<file path="src/rtl/uart_pkg.sv">
// rtl/uart_pkg.sv - shared state enum and constants for the UART transmit arbiter
package uart_pkg;

  localparam int BYTE_W      = 8;
  localparam int DEF_TIMEOUT = 16;

  typedef enum logic [1:0] {
    IDLE,
    LAUNCH,
    WAIT_BUSY,
    WAIT_DONE
  } arb_state_e;

endpackage

</file>
<file path="src/rtl/uart_tx_arbiter_rr_pick.sv">
// rtl/uart_tx_arbiter_rr_pick.sv - combinational round-robin selector
// Picks the first set request strictly after last_i, wrapping around.
module rr_pick #(
  parameter int N_REQ = 4,
  parameter int ID_W  = 2
) (
  input  logic [N_REQ-1:0] req_i,
  input  logic [ID_W-1:0]  last_i,
  output logic             valid_o,
  output logic [ID_W-1:0]  idx_o
);

  logic [ID_W-1:0] cand;

  // Walk from the farthest offset down so the nearest set bit wins last.
  always_comb begin
    valid_o = |req_i;
    idx_o   = last_i;
    cand    = last_i;
    for (int off = N_REQ; off >= 1; off--) begin
      cand = ID_W'((int'(last_i) + off) % N_REQ);
      if (req_i[cand]) begin
        idx_o = cand;
      end
    end
  end

endmodule

</file>
<file path="src/rtl/uart_tx_arbiter.sv">
// rtl/uart_tx_arbiter.sv - round-robin sharing of one byte UART transmitter
// Optional busy-rise timeout enabled by defining UART_TX_ARB_TIMEOUT_EN.
module uart_tx_arbiter
  import uart_pkg::*;
#(
  parameter int N_REQ = 4,
  parameter int ID_W  = 2
`ifdef UART_TX_ARB_TIMEOUT_EN
  ,
  parameter int TIMEOUT = DEF_TIMEOUT
`endif
) (
  input  logic                    clk,
  input  logic                    reset,
  input  logic [N_REQ-1:0]        req,
  input  logic [BYTE_W*N_REQ-1:0] req_data,
  output logic [N_REQ-1:0]        ack,
  output logic [N_REQ-1:0]        err,
  output logic [BYTE_W-1:0]       tx_data,
  output logic                    tx_send,
  input  logic                    tx_busy,
  output logic [ID_W-1:0]         grant_id,
  output logic                    idle
);

  arb_state_e        state_q, state_d;
  logic [ID_W-1:0]   grant_q, grant_d;
  logic [BYTE_W-1:0] data_q, data_d;
  logic              send_q, send_d;
  logic [N_REQ-1:0]  ack_q, ack_d;
  logic              idle_q, idle_d;
  logic              pick_valid;
  logic [ID_W-1:0]   pick_idx;
  logic              timeout_hit;

  rr_pick #(
    .N_REQ (N_REQ),
    .ID_W  (ID_W)
  ) u_rr_pick (
    .req_i   (req),
    .last_i  (grant_q),
    .valid_o (pick_valid),
    .idx_o   (pick_idx)
  );

  always_ff @(posedge clk) begin
    if (reset) begin
      state_q <= IDLE;
      grant_q <= ID_W'(N_REQ - 1);
      data_q  <= '0;
      send_q  <= 1'b0;
      ack_q   <= '0;
      idle_q  <= 1'b1;
    end else begin
      state_q <= state_d;
      grant_q <= grant_d;
      data_q  <= data_d;
      send_q  <= send_d;
      ack_q   <= ack_d;
      idle_q  <= idle_d;
    end
  end

  always_comb begin
    state_d = state_q;
    case (state_q)
      IDLE:      if (pick_valid) state_d = LAUNCH;
      LAUNCH:    state_d = WAIT_BUSY;
      WAIT_BUSY: begin
        if (tx_busy) state_d = WAIT_DONE;
        else if (timeout_hit) state_d = IDLE;
      end
      WAIT_DONE: if (!tx_busy) state_d = IDLE;
      default:   state_d = IDLE;
    endcase
  end

  // Outputs are computed one cycle early so every port comes straight from a flop.
  always_comb begin
    grant_d = grant_q;
    data_d  = data_q;
    if (state_q == IDLE && pick_valid) begin
      grant_d = pick_idx;
      for (int i = 0; i < N_REQ; i++) begin
        if (pick_idx == ID_W'(i)) data_d = req_data[BYTE_W*i +: BYTE_W];
      end
    end
    send_d = (state_d == LAUNCH);
    idle_d = (state_d == IDLE);
    ack_d  = '0;
    if (state_q == WAIT_DONE && !tx_busy) ack_d[grant_q] = 1'b1;
  end

`ifdef UART_TX_ARB_TIMEOUT_EN
  localparam int CNT_W = $clog2(TIMEOUT + 1);

  logic [CNT_W-1:0] cnt_q, cnt_d;
  logic [N_REQ-1:0] err_q, err_d;

  // cnt_q equals the number of cycles elapsed since LAUNCH.
  assign timeout_hit = (state_q == WAIT_BUSY) && !tx_busy && (cnt_q == CNT_W'(TIMEOUT - 1));

  always_comb begin
    cnt_d = cnt_q;
    if (state_q == LAUNCH) cnt_d = CNT_W'(1);
    else if (state_q == WAIT_BUSY && !timeout_hit) cnt_d = cnt_q + CNT_W'(1);
    err_d = '0;
    if (timeout_hit) err_d[grant_q] = 1'b1;
  end

  always_ff @(posedge clk) begin
    if (reset) begin
      cnt_q <= '0;
      err_q <= '0;
    end else begin
      cnt_q <= cnt_d;
      err_q <= err_d;
    end
  end

  assign err = err_q;
`else
  assign timeout_hit = 1'b0;
  assign err         = '0;
`endif

  assign ack      = ack_q;
  assign tx_data  = data_q;
  assign tx_send  = send_q;
  assign grant_id = grant_q;
  assign idle     = idle_q;

endmodule
</file>
<file path="config.mk">
export PLATFORM = sky130hd
export DESIGN_NAME = uart_tx_arbiter
export DESIGN_NICKNAME = d
export VERILOG_FILES = /design/src/rtl/uart_pkg.sv /design/src/rtl/uart_tx_arbiter_rr_pick.sv /design/src/rtl/uart_tx_arbiter.sv
export SDC_FILE = /design/constraint.sdc
export NUM_CORES = 1
export LEC_CHECK = 0
export CORE_MARGIN = 10
export CORE_UTILIZATION = 40
export CTS_CLUSTER_DIAMETER = 40
export DETAILED_ROUTE_END_ITERATION = 7
export GPL_ROUTABILITY_DRIVEN = 0
export PLACE_DENSITY = 0.86
export SLEW_MARGIN = 20
export SYNTH_ARGS = -nofsm -noshare
export SYNTH_HDL_FRONTEND = slang
export SYNTH_SLANG_ARGS = --single-unit
</file>
<file path="constraint.sdc">
create_clock -name clk -period 3.8 [get_ports clk]
set_input_delay 0.38 -clock clk [delete_from_list [all_inputs] [get_ports clk]]
set_output_delay 0.38 -clock clk [all_outputs]
set_load 0.005 [all_outputs]
</file>
==> impl_metrics.ini <==
[run_status]
status = finished clean

[layout]
drive_gt1_frac = 0.0839
register_area_um2 = 360
n_fill_cell = 228
fin_nets = 199
diodes = 0
multi_input_area_um2 = 623
fin_util = 0.651
area_growth_pct = 56.4

[sta]
finalHoldViolations = 0
rsz0062_at_grt = no
skew_ns = 0.00342
fin_crit_sh = 0.704
fin_setup_tns_ns = 0
whs_ns = 0.503
max_freq_mhz = 374
setup_ws_ns = 1.12
worst_pin_slew_ns = 0.966
setup_viol = 0
slew_headroom = 0.339
period_minus_slack_ns = 2.68
finalMaxSlewViolations = 0

[logic_synthesis]
netlist_instances = 102
ys_seq_area_frac = 0.350
syn_area_um2 = 1030
synth-simple-area-share = 0.195
syn_area_per_cell_um2 = 10.1
yosys.area.top_type = dfxtp_1
synth_compound_area_frac = 0.126
synthTopCellsByArea = dfxtp_1 (35%), mux2i_1 (18%), o221ai_1 (5.9%), nand3b_1 (5.8%), ha_1 (4.9%)
synth_top_family_by_area = multiplexers
synth_fa_ha_area_frac = 0.0485
yosys.area.top_type_share = 0.350
synthXorXnorAreaFrac = 0
ys_seq_elements = 18
synthMuxAreaShare = 0.206
synth.distinct_cells = 30
yosys_warnings = 0

[floorplan]
io-pin-count = 59
dieArea_um2 = 5010
start_util = 0.416
dieWidth_um = 70.8
num_rows = 18
die_h_um = 70.8
core_um2 = 2480

[worst_setup_path]
crit_end = tx_data[2]
worstRegToRegCells = 6
cp_max_fo = 16
worst-path-stages = 6
required_ns = 3.97
crit_arrival_ns = 2.85
crit_start = grant_id[0]
r2r_end = tx_data[2]
cp.buffers_inverters = 1
cp_top_family = simple AND/OR/NAND/NOR gates
crit_chain = inv_1, ha_1, a211oi_1, nor3_4, mux2i_1, o221ai_1
startpoint_type = flop
crit_slowest_cell = nor3_4
r2r_setup_slack_ns = 1.12
end_kind = flop
timing.rr.start = grant_id[0]
slowest_delay_ns = 0.83
worstSetupPathType = reg -> reg

[placed_design]
post-dp-hpwl_mm = 2.59
post-place-ws_ns = 1.01
portBuffers = 54

[drt]
dr.first_iter.drc_count = 31
drc = 0
wl_per_cell_um = 17.1
first_pass_iters = 4
drtAntennaViolNets = 0
vias = 993
totalWireLength_mm = 3.16
vias_per_cell = 5.37

[pwr]
ir_worst_vdd_v = 0.000377
power_mw = 0.705
powerDensity_nw_per_um2 = 437
leakage_nw = 0.652

[worst_hold_path]
hp-class = reg -> reg
hold_start = state_q[1]

[run]
maxCapViolations = 0

[grt]
grt_use_total = 0.123
grt_max_degree = 17
antenna_found_initial = 0
grt_pass1_wl_mm = 5.26
grt_pass1_vias = 1042
overflow = 0

[clock_tree]
post_cts_buffers = 0
clock_latency_ns = 0.29
postCtsResizedCells = 0
cts-root-buf = clkbuf_4
ctsLongestPathBuffers = 2
cts.clk_slew.worst_paths_ns = 0.10
clock_sinks = 18
htree_levels = 1
cts_made_buffers = 3
cts_tree = yes
hold_buffers = 0
[routing by layer]
layer  track usage  up-vias  wire length (µm)
li1              -      478                 -
met1         0.143      464              1320
met2         0.202       51              1530
met3        0.0628        0               320
met4        0.0194        0                 0
met5             0        -                 0
[worst reg2reg max path, stage by stage (launching register included)]
cell      delay (ns)
dfxtp_1         0.58
inv_1           0.18
ha_1            0.40
a211oi_1        0.11
nor3_4          0.83
mux2i_1         0.32
o221ai_1        0.13
[power by group]
part | internal [mW] | switching (mW)
registers | 0.225 | 0.0293
clock network | 0.0584 | 0.0579
logic | 0.194 | 0.141
[worst min path at each step]
stage | slack [ns] | cells past startpoint | endpoint
floorplan | 0.47 | 2 | state_q[0]
detailed placement | 0.48 | 2 | tx_data[5]
global route | 0.54 | 2 | state_q[0]
finish | 0.50 | 2 | state_q[0]
global placement | 0.48 | 2 | state_q[0]
CTS | 0.51 | 2 | state_q[0]
[kinds of logic after synthesis]
kind of cell             after synthesis
AO/OA/AOI/OAI                         15
adder cells (fa/ha/maj)                4
buffers and inverters                 11
flip-flops                            18
multiplexers                          20
other                                  1
AND/OR/NAND/NOR                       33
[placed cells by master (no fill, tap or decap), types with 2 or more instances in the layout]
cell / n
nand2_1: 3
nor2_1: 8
conb_1: 4
clkdlybuf4s50_1: 54
nand3b_1: 8
inv_1: 2
clkbuf_4: 3
dfxtp_1: 18
and2_1: 4
mux2i_1: 19
ha_1: 4
nor3_1: 4
o221ai_1: 7
[state kept, by name (all words and copies together) (netlist names)]
signal and cells:
ack 4, grant_id 2, idle 1, state_q 2, tx_data 8, tx_send 1
[layout make-up]
| class | count | share of cell area |
|---|---|---|
| well taps | 30 | 0.0233 |
| flip-flops and latches | 18 | 0.223 |
| repair buffers | 55 | 0.340 |
| clock buffers | 4 | 0.0225 |
| inverters | 2 | 0.00465 |
| multi-input cells | 76 | 0.386 |
[cell usage after synthesis]
master     instances
a21oi_1            1
mux2i_1           19
nand2b_4           1
ha_1               4
nor3_2             1
buf_4              4
a2111oi_0          1
o41ai_1            1
nor4_1             1
a211oi_1           1
nor3_1             4
conb_1             1
o221ai_2           1
nand3b_1           8
o21ai_0            1
nor2_1             8
clkbuf_1           2
a211o_1            1
buf_6              2
a211o_2            1
inv_1              2
nand2_1            3
and2_1             4
dfxtp_1           18
buf_2              1
and2_2             1
mux4_2             1
and3_1             1
o221ai_1           7
or4_4              1
[stage by stage]
step	cell area, µm²	std cells
floorplan	1040	105
global placement	1580	181
detailed placement	1580	181
CTS	1610	185
global route	1610	185
finish	1610	185
Note: power is estimated with default switching activity, not from simulation.
